File: src/rtl/ps2_pkg.sv
// Shared definitions for the PS/2 Set-2 scancode front end: prefix bytes,
// decoder states and the packed key-event record stored in the event FIFO.
package ps2_pkg;

    localparam logic [7:0] PS2_EXT = 8'hE0;
    localparam logic [7:0] PS2_BRK = 8'hF0;

    typedef enum logic [1:0] {
        ST_IDLE,
        ST_EXT,
        ST_BRK,
        ST_EXT_BRK
    } dec_state_e;

    // "repeat" is a keyword, so the repeat flag is stored as rpt.
    typedef struct packed {
        logic       rpt;
        logic       ext;
        logic       brk;
        logic [7:0] code;
    } ps2_evt_t;

endpackage

File: src/rtl/ps2_frame_rx.sv
// PS/2 serial frame receiver: synchronises the raw lines, samples on falling
// ps2_clk edges, checks start/parity/stop and aborts stalled partial frames.
module ps2_frame_rx #(
    parameter int SYNC_STAGES    = 2,
    parameter int TIMEOUT_CYCLES = 50000
) (
    input  logic       clk,
    input  logic       clrn,
    input  logic       ps2_clk,
    input  logic       ps2_data,
    output logic [7:0] rx_byte,
    output logic       rx_byte_vld,
    output logic       rx_err
);

    localparam int IDLE_W = $clog2(TIMEOUT_CYCLES + 1);

    logic [SYNC_STAGES-1:0] clk_sync_q, clk_sync_d;
    logic [SYNC_STAGES-1:0] dat_sync_q, dat_sync_d;
    logic                   clk_prev_q, clk_prev_d;
    logic [3:0]             bit_cnt_q, bit_cnt_d;
    logic [7:0]             shift_q, shift_d;
    logic                   par_q, par_d;
    logic [IDLE_W-1:0]      idle_q, idle_d;
    logic                   vld_q, vld_d;
    logic                   err_q, err_d;
    logic                   fall;
    logic                   din;

    assign din  = dat_sync_q[SYNC_STAGES-1];
    assign fall = clk_prev_q & ~clk_sync_q[SYNC_STAGES-1];

    always_comb begin
        clk_sync_d = {clk_sync_q[SYNC_STAGES-2:0], ps2_clk};
        dat_sync_d = {dat_sync_q[SYNC_STAGES-2:0], ps2_data};
        clk_prev_d = clk_sync_q[SYNC_STAGES-1];
        bit_cnt_d  = bit_cnt_q;
        shift_d    = shift_q;
        par_d      = par_q;
        idle_d     = '0;
        vld_d      = 1'b0;
        err_d      = 1'b0;
        if (fall) begin
            if (bit_cnt_q == 4'd0) begin
                if (!din) begin
                    bit_cnt_d = 4'd1;
                    par_d     = 1'b0;
                end else begin
                    err_d = 1'b1;
                end
            end else if (bit_cnt_q <= 4'd8) begin
                shift_d   = {din, shift_q[7:1]};
                par_d     = par_q ^ din;
                bit_cnt_d = bit_cnt_q + 4'd1;
            end else if (bit_cnt_q == 4'd9) begin
                par_d     = par_q ^ din;
                bit_cnt_d = 4'd10;
            end else begin
                // Stop bit: par_q now holds the XOR of data and parity, which must be odd.
                bit_cnt_d = 4'd0;
                if (din && par_q) vld_d = 1'b1;
                else              err_d = 1'b1;
            end
        end else if (bit_cnt_q != 4'd0) begin
            if (idle_q == IDLE_W'(TIMEOUT_CYCLES - 1)) begin
                bit_cnt_d = 4'd0;
                err_d     = 1'b1;
            end else begin
                idle_d = idle_q + IDLE_W'(1);
            end
        end
    end

    always_ff @(posedge clk or negedge clrn) begin
        if (!clrn) begin
            clk_sync_q <= '1;
            dat_sync_q <= '1;
            clk_prev_q <= 1'b1;
            bit_cnt_q  <= 4'd0;
            shift_q    <= 8'd0;
            par_q      <= 1'b0;
            idle_q     <= '0;
            vld_q      <= 1'b0;
            err_q      <= 1'b0;
        end else begin
            clk_sync_q <= clk_sync_d;
            dat_sync_q <= dat_sync_d;
            clk_prev_q <= clk_prev_d;
            bit_cnt_q  <= bit_cnt_d;
            shift_q    <= shift_d;
            par_q      <= par_d;
            idle_q     <= idle_d;
            vld_q      <= vld_d;
            err_q      <= err_d;
        end
    end

    assign rx_byte     = shift_q;
    assign rx_byte_vld = vld_q;
    assign rx_err      = err_q;

endmodule

File: src/rtl/ps2_scancode_decoder.sv
// PS/2 keyboard front end: frame receiver, Set-2 prefix decoder with typematic
// repeat tracking, and a valid/ready event FIFO toward the CPU side.
module ps2_scancode_decoder
    import ps2_pkg::*;
#(
    parameter int FIFO_DEPTH     = 8,
    parameter int SYNC_STAGES    = 2,
    parameter int TIMEOUT_CYCLES = 50000
) (
    input  logic                          clk,
    input  logic                          clrn,
    input  logic                          ps2_clk,
    input  logic                          ps2_data,
    output logic                          evt_valid,
    input  logic                          evt_ready,
    output logic [7:0]                    evt_code,
    output logic                          evt_ext,
    output logic                          evt_break,
    output logic                          evt_repeat,
    output logic [$clog2(FIFO_DEPTH):0]   fifo_count,
    output logic                          overflow,
    output logic                          frame_err,
    input  logic                          err_clr
);

    localparam int PTR_W = $clog2(FIFO_DEPTH);
    localparam int CNT_W = PTR_W + 1;

    logic [7:0] rx_byte;
    logic       rx_vld;
    logic       rx_err;

    ps2_frame_rx #(
        .SYNC_STAGES    (SYNC_STAGES),
        .TIMEOUT_CYCLES (TIMEOUT_CYCLES)
    ) u_rx (
        .clk         (clk),
        .clrn        (clrn),
        .ps2_clk     (ps2_clk),
        .ps2_data    (ps2_data),
        .rx_byte     (rx_byte),
        .rx_byte_vld (rx_vld),
        .rx_err      (rx_err)
    );

    dec_state_e       state_q, state_d;
    logic             held_vld_q, held_vld_d;
    logic [8:0]       held_key_q, held_key_d;
    logic             emit, emit_ext, emit_brk;
    logic             key_match;
    ps2_evt_t         push_evt;

    ps2_evt_t         mem_q [FIFO_DEPTH];
    logic [PTR_W-1:0] wr_ptr_q, wr_ptr_d;
    logic [PTR_W-1:0] rd_ptr_q, rd_ptr_d;
    logic [CNT_W-1:0] count_q, count_d;
    logic             overflow_q, overflow_d;
    logic             frame_err_q, frame_err_d;
    logic             full, pop, push_ok;
    ps2_evt_t         head;

    always_comb begin
        state_d  = state_q;
        emit     = 1'b0;
        emit_ext = 1'b0;
        emit_brk = 1'b0;
        if (rx_err) begin
            state_d = ST_IDLE;
        end else if (rx_vld) begin
            unique case (state_q)
                ST_IDLE: begin
                    if (rx_byte == PS2_EXT)      state_d = ST_EXT;
                    else if (rx_byte == PS2_BRK) state_d = ST_BRK;
                    else                         emit = 1'b1;
                end
                ST_EXT: begin
                    if (rx_byte == PS2_BRK)      state_d = ST_EXT_BRK;
                    else if (rx_byte != PS2_EXT) begin
                        emit     = 1'b1;
                        emit_ext = 1'b1;
                        state_d  = ST_IDLE;
                    end
                end
                ST_BRK: begin
                    emit     = 1'b1;
                    emit_brk = 1'b1;
                    state_d  = ST_IDLE;
                end
                default: begin
                    emit     = 1'b1;
                    emit_ext = 1'b1;
                    emit_brk = 1'b1;
                    state_d  = ST_IDLE;
                end
            endcase
        end
    end

    // A make of the key already held is a typematic repeat; only its own break releases it.
    always_comb begin
        held_vld_d    = held_vld_q;
        held_key_d    = held_key_q;
        key_match     = held_vld_q && (held_key_q == {emit_ext, rx_byte});
        push_evt      = '0;
        push_evt.ext  = emit_ext;
        push_evt.brk  = emit_brk;
        push_evt.code = rx_byte;
        if (emit) begin
            if (emit_brk) begin
                if (key_match) held_vld_d = 1'b0;
            end else begin
                push_evt.rpt = key_match;
                held_vld_d   = 1'b1;
                held_key_d   = {emit_ext, rx_byte};
            end
        end
    end

    always_comb begin
        full        = (count_q == CNT_W'(FIFO_DEPTH));
        pop         = evt_valid & evt_ready;
        push_ok     = emit & (~full | pop);
        wr_ptr_d    = push_ok ? wr_ptr_q + PTR_W'(1) : wr_ptr_q;
        rd_ptr_d    = pop ? rd_ptr_q + PTR_W'(1) : rd_ptr_q;
        count_d     = count_q + CNT_W'(push_ok) - CNT_W'(pop);
        overflow_d  = err_clr ? 1'b0 : (overflow_q | (emit & ~push_ok));
        frame_err_d = err_clr ? 1'b0 : (frame_err_q | rx_err);
    end

    always_ff @(posedge clk) begin
        if (push_ok) mem_q[wr_ptr_q] <= push_evt;
    end

    always_ff @(posedge clk or negedge clrn) begin
        if (!clrn) begin
            state_q     <= ST_IDLE;
            held_vld_q  <= 1'b0;
            held_key_q  <= 9'd0;
            wr_ptr_q    <= '0;
            rd_ptr_q    <= '0;
            count_q     <= '0;
            overflow_q  <= 1'b0;
            frame_err_q <= 1'b0;
        end else begin
            state_q     <= state_d;
            held_vld_q  <= held_vld_d;
            held_key_q  <= held_key_d;
            wr_ptr_q    <= wr_ptr_d;
            rd_ptr_q    <= rd_ptr_d;
            count_q     <= count_d;
            overflow_q  <= overflow_d;
            frame_err_q <= frame_err_d;
        end
    end

    // Head is masked while empty so the outputs read zero instead of stale storage.
    assign evt_valid  = (count_q != '0);
    assign head       = evt_valid ? mem_q[rd_ptr_q] : '0;
    assign evt_code   = head.code;
    assign evt_ext    = head.ext;
    assign evt_break  = head.brk;
    assign evt_repeat = head.rpt;
    assign fifo_count = count_q;
    assign overflow   = overflow_q;
    assign frame_err  = frame_err_q;

endmodule

File: config.mk
export PLATFORM = sky130hd
export DESIGN_NAME = ps2_scancode_decoder
export DESIGN_NICKNAME = d
export VERILOG_FILES = /design/src/rtl/ps2_pkg.sv /design/src/rtl/ps2_frame_rx.sv /design/src/rtl/ps2_scancode_decoder.sv
export SDC_FILE = /design/constraint.sdc
export NUM_CORES = 1
export LEC_CHECK = 0
export ABC_AREA = 1
export BUFFER_PORTS_ARGS = -buffer_cell sky130_fd_sc_hd__buf_2
export CAP_MARGIN = 10
export CORE_ASPECT_RATIO = 1.2
export CORE_UTILIZATION = 49
export CTS_CLUSTER_SIZE = 14
export DETAILED_ROUTE_END_ITERATION = 10
export GPL_TIMING_DRIVEN = 0
export PLACE_DENSITY_LB_ADDON = 0.2
export SLEW_MARGIN = 20
export SYNTH_ARGS = -nofsm -noshare
export SYNTH_HDL_FRONTEND = slang
export SYNTH_SLANG_ARGS = --single-unit
File: constraint.sdc
create_clock -name clk -period 2.41 [get_ports clk]
set_clock_uncertainty 0.15 [all_clocks]
set_input_delay 0.1205 -clock clk [delete_from_list [all_inputs] [get_ports clk]]
set_output_delay 0.1205 -clock clk [all_outputs]
set_load 0.01 [all_outputs]
==> run metrics, run 1 <==
status=completed; Simple-Gate Fraction of Synth Area=0.161; final core occ=0.612; largest net degree at the start of global routing=61; Avg WL per Cell=16.8 um; sequential share of the synthesized area=0.641; Top cell by count, worst path=buf_2; cell area power density=1140 nW/um2; First-pass DRT Iterations=4; max-slew violations=0; most common cell after layout, fill and taps aside=nor2_1; total gr overflow=0; Max stage delay on crit path=about 0.46 ns; CP Capture Type=output port; most frequent cells in the layout=nor2_1 (97), edfxtp_1 (88), o21ai_0 (73), nand2_1 (67), inv_1 (51); Die ar.=~14000 um2; Cell variety after synth=39; DRC viols=0; initial DRC count=242; setup slack after placement=-0.408 ns; worst-skew pair later-pin latency=0.41 ns; Final nets=around 700; CTS sink cnt=about 150; Clock Path Buffers=2; fillers=approximately 1000; Synth Cell Area=6470 um2; met2 WL post-DR=7.57 mm; total wire length=14.5 mm; mux share of post-synthesis cell area=0; Synth-to-Final Area Change=20.8%; CP endpoint=evt_code[2]; first-pass GRT wire length=about 23 mm; Tcrit/Tclk final=0.962; clk slew on worst S/H paths=roughly 0.060 ns; FMAX=between 400 and 500 MHz; Top-Level Pins=24; Via density=about 5.4; layout cells sized above 1=0.217; total power=8.95 mW; max layer used=met4; Tot GR Track Use=0.229; final non-filler cell area=7820 um2; CP Depth=7; final std cells w/o fill=around 860; WP buf/inv=3; Synth Warn #=0; DP HPWL=9.61 mm; Yosys reg bits=approximately 150; die width=about 110 um; worst hold margin=0.166 ns; Post-Syn Nets=about 630; setup slack after layout=0.0918 ns; Lkg Pwr=between 3 and 4 nW; CP Launch Point=rd_ptr_q[1]; met3 WL=roughly 730 um; crit path launch type=flop; CP Data Arrival Time=roughly 2 ns; Placer Congestion=approximately 0.84; Post-Synth XOR/XNOR Area=0.0135; via count of the first global-routing pass=approximately 4700; antenna violations before repair=0; Setup-failing EPs final=0; Placed Cells=roughly 800; crit path cell chain=inv_1, buf_2, o21ai_0, o22ai_1, o21ai_2, a31oi_1, buf_2; Syn Inst Count=about 610; Die H=between 100 and 150 um; core area=12800 um2; worst-path fanout max=10; CP Class=flop to output port; reg2reg start=fifo_count[2]; Routed met1 length=between 5 and 6 mm; H-tree lvl count=4; CTS tree=done; worst r2r path cells=10; CTS Buf Count=17; initial core utilization=0.506; ANT cells=0; max-cap check violation count=0; Vias=roughly 4600; Worst-Margin Slew=0.761 ns; reg2reg setup slack=approximately 0.11 ns; Fin. Hold Viols=0; Period minus WS final=2.32 ns; Post-DP Area=between 6000 and 7000 um2; Slowest cell on crit path=dfrtp_1; RR Endpoint=fifo_count[2]; Crit path required time=between 2 and 2.5 ns; clock root buffer master=clkbuf_16; peak supply drop=670 uV; Adder-Cell Fraction of Synth Area=0.0263; setup_tns=0 ns; hold crit path type=input port to asynchronous set/reset pin; Syn Area/Cell=10.6 um2; main combinational cell family by area after synthesis=simple AND/OR/NAND/NOR gates; Largest delay share family, worst path=compound AO/OA/AOI/OAI gates; compound-gate portion of the synthesized area=0.109; Slew headroom=0.493; Final ANT Viol Nets=0; Cell Rows=45; Port Buf Inserts=23
==> cells in the mapped netlist <==
master,number,share of area
a21oi_1,18,0.014
a21oi_2,1,0.0014
a31oi_1,13,0.013
buf_2,4,0.0031
buf_6,3,0.0052
clkbuf_1,13,0.0075
clkinv_1,1,0.00058
dfrtp_1,55,0.21
dfstp_2,5,0.020
edfxtp_1,88,0.41
fa_1,1,0.0031
ha_1,12,0.023
inv_1,52,0.030
inv_2,2,0.0012
inv_4,1,0.00097
nand2_1,69,0.040
nand2_2,7,0.0068
nand2_4,1,0.0017
nand3_1,19,0.015
nand3_2,1,0.0015
nand3_4,1,0.0027
nand3b_1,1,0.0012
nand4_1,5,0.0048
nor2_1,99,0.057
nor2_2,3,0.0029
nor2_4,4,0.0070
nor3_1,19,0.015
nor3_4,1,0.0025
nor3b_1,1,0.0012
nor4_1,1,0.00097
o2111ai_1,1,0.0014
o21ai_0,81,0.063
o21ai_1,4,0.0031
o21ai_2,1,0.0014
o22ai_1,12,0.012
o41ai_1,1,0.0014
or2_2,1,0.00097
xnor2_1,2,0.0027
xor2_1,8,0.011
==> kinds of logic (layout without fill, tap and decap cells) <==
kind of cell | after synthesis | after routing
flops | 148 | 148
xor+xnor | 10 | 10
fa+ha+maj | 13 | 13
simple gates | 233 | 233
compound gates | 132 | 132
buf+inv | 76 | 163
==> where the power goes <==
group | internal [mW] | switching [mW]
clock network | 1.62 | 1.01
logic | 1.07 | 1.91
registers | 3.08 | 0.264
==> worst min path at each step <==
stage,endpoint,cells past startpoint
6_report,u_rx.rx_byte[6],2
5_1_grt,u_rx.clk_sync_q[0],2
4_1_cts,u_rx.dat_sync_q[0],2
3_5_place_dp,u_rx.clk_sync_q[0],1
3_3_place_gp,u_rx.dat_sync_q[0],1
2_1_floorplan,fifo_count[0],0
==> layout make-up <==
type | instances | area [um2] | area share
Buffer | 20 | 133 | 0.0170
Clock buffer | 18 | 429 | 0.0549
Clock inverter | 14 | 161 | 0.0206
Inverter | 56 | 215 | 0.0275
Multi-Input combinational cell | 388 | 2130 | 0.272
Sequential cell | 148 | 4160 | 0.532
Tap cell | 164 | 205 | 0.0263
Timing Repair Buffer | 55 | 385 | 0.0493
==> flip-flops by register name, indices dropped and copies added (netlist names) <==
name and flops:
frame_err 1, rd_ptr_q 3, u_rx.par_q 1, held_key_q 9
fifo_count 4, u_rx.clk_sync_q 2, u_rx.rx_err 1, state_q 2
mem_q 88, overflow 1, u_rx.rx_byte 8, held_vld_q 1
u_rx.idle_q 16, wr_ptr_q 3, u_rx.clk_prev_q 1, u_rx.dat_sync_q 2
u_rx.bit_cnt_q 4, u_rx.rx_byte_vld 1
==> routing by layer <==
metal,GRT usage,up-vias
li1,-,2268
met1,0.266,2212
met2,0.401,135
met3,0.0524,28
met4,0.106,0
met5,0,-
==> timing repair <==
item                       4_1_cts  5_1_grt
hold buffers                     5        0
hold endpoints to repair        61        0
setup endpoints to repair      110       68
gates resized for setup         29       33
cloned                           0        0
buffers inserted                 6       13
pin swaps                        0        7
Power figures use the tool's default switching activity.
==> run 2: changes to the inputs <==
Settings changed: CORE_UTILIZATION 49 to 50.
Clock period 2.41 ns to 2.1 ns, I/O delays scaled along.
==> run metrics, run 2 (same netlist as run 1, synthesis figures left out) <==
status=finished with violations; failing checks=negative setup slack; DRC viols=0 (unchanged); antenna violations before repair=0 (unchanged); total power=11.0 mW (+23%); Placer Congestion=0.821 (-2.4%); reg2reg start=u_rx.rx_byte[4]; core area=12600 um2 (-1.3%); setup_tns=-0.0338 ns (-0.0338 ns); CP Capture Type=output port; initial DRC count=328 (+36%); Synth-to-Final Area Change=28.7%; Avg WL per Cell=17.5 um (+4.4%); hold crit path type=input port to asynchronous set/reset pin; setup slack after layout=-0.0206 ns (-0.112 ns); final core occ=0.660 (+0.0489); Lkg Pwr=3.40 nW (+5.9%); CTS sink cnt=148 (unchanged); via count of the first global-routing pass=4746 (+1.7%); Slew headroom=0.488 (-0.00466); Final ANT Viol Nets=0 (unchanged); sequential share of power=0.349 (-0.024); cell area power density=1320 nW/um2 (+15%); RR Endpoint=fifo_count[2]; most common cell after layout, fill and taps aside=nor2_1; worst r2r path cells=11 (+1); Setup-failing EPs final=3 (+3); H-tree lvl count=4 (unchanged); total gr overflow=0 (unchanged); Worst-Margin Slew=0.768 ns (+0.00699 ns); peak supply drop=761 uV (+14%); Top-Level Pins=24 (unchanged); CTS Buf Count=17 (unchanged); Port Buf Inserts=23 (unchanged); Tot GR Track Use=0.245 (+0.0156); flip-flop count of the largest register after layout=88 (unchanged); Biggest register=mem_q; RSZ-0062 raised after global routing=true; Power Internal=6.93 mW (+20%); CP Data Arrival Time=1.87 ns (-0.18 ns); Tcrit/Tclk final=1.01; Switching Share=0.368 (+0.0131); Period minus WS final=around 2.1 ns; top flop regs=mem_q (88), u_rx.idle_q (16), held_key_q (9); Fin. Hold Viols=0 (unchanged); Final nets=721 (+2.3%); most frequent cells in the layout=nor2_1 (90), edfxtp_1 (88), nand2_1 (58), o21ai_0 (54), dfrtp_1 (45); Vias=4809 (+3.6%); FMAX=472 MHz; initial core utilization=0.513 (+0.00678); clk slew on worst S/H paths=0.06 ns (about the same); Clock Path Buffers=2 (unchanged); worst-path fanout max=10 (unchanged); Crit path required time=1.85 ns (-0.29 ns); layout cells sized above 1=0.301 (+0.0832); CP Class=flop to output port; ANT cells=0 (unchanged); total wire length=15.4 mm (+6.3%); Gate power share=0.382 (+0.049); CTS tree=done; DP HPWL=9.28 mm (-3.4%); largest net degree at the start of global routing=61 (unchanged); max-slew violations=0 (unchanged); clock power share=0.268 (-0.026); crit path launch type=flop; reg2reg setup slack=0.04 ns (-0.07 ns); max-cap check violation count=0 (unchanged); Die ar.=13400 um2 (-2.0%); First-pass DRT Iterations=4 (unchanged); switching pwr=4.04 mW (+27%); worst-skew pair later-pin latency=0.42 ns (about the same); die width=106 um (-0.99%); Die H=127 um (-0.99%); Cell Rows=45 (unchanged); Via density=5.47 (+1.7%); clock root buffer master=clkbuf_16; first-pass GRT wire length=24.5 mm (+5.2%)
run 2: area by class of cell:
class	instances	area [um2]
Buffer	20	203
Clock buffer	21	503
Clock inverter	11	86.3
Fill cell	932	4280
Inverter	56	230
Multi-Input combinational cell	388	2300
Sequential cell	148	4160
Tap cell	164	205
Timing Repair Buffer	70	629
Timing Repair inverter	1	8.76
run 2: worst max path at each step:
stage,start,endpoint,slack [ns]
floorplan,fifo_count[2],mem_q[0][0],-0.07
global placement,u_rx.rx_byte[4],mem_q[0][7],-0.64
detailed placement,u_rx.rx_byte[4],mem_q[7][4],-0.75
CTS,rd_ptr_q[0],evt_repeat,0.0002
global route,rd_ptr_q[0],evt_code[3],-0.11
finish,rd_ptr_q[0],evt_repeat,-0.02
run 2: power by group through the flow:
stage | combinational [mW] | sequential [mW] | clock, mW
after floorplan | 2.02 | 3.87 | 0
after global placement | 2.91 | 3.98 | 0
after detailed placement | 2.99 | 4.00 | 0
after CTS | 3.85 | 3.80 | 2.99
after global routing | 4.60 | 3.86 | 3.10
final | 4.19 | 3.83 | 2.95
run 2: timing repair:
item                                    CTS  global route
hold endpoints to repair                 61             0
gates cloned                              3             1
setup buffers                            31             8
hold buffers                              5             0
resized for setup                        85            54
pin swaps                                21            12
endpoints found under the setup margin  110           118
run 2: metrics by stage:
stage	area (um2)	hold WS, ns	instances	setup WS, ns
2_1_floorplan	6540	-0.341	612	-0.0726
4_1_cts	8080	0.153	870	0.000155
3_3_place_gp	6860	0.0605	799	-0.643
5_1_grt	8330	0.159	879	-0.112
6_report	8330	0.159	879	-0.0206
3_5_place_dp	6860	0.0616	799	-0.747
run 2: layer usage:
layer	vias to the layer above	part of all wire	global-route usage
li1	2298	-	-
met1	2328	0.40	0.291
met2	147	0.52	0.427
met3	36	0.053	0.0596
met4	0	0.025	0.0964
met5	-	0	0
run 2: critical path, stage by stage (launching register included):
cell and delay (ns):
dfrtp_1 0.37, buf_6 0.18, clkbuf_4 0.23, nor2_1 0.06, nor2_1 0.09, o21ai_0 0.11
a31oi_2 0.23, buf_2 0.17
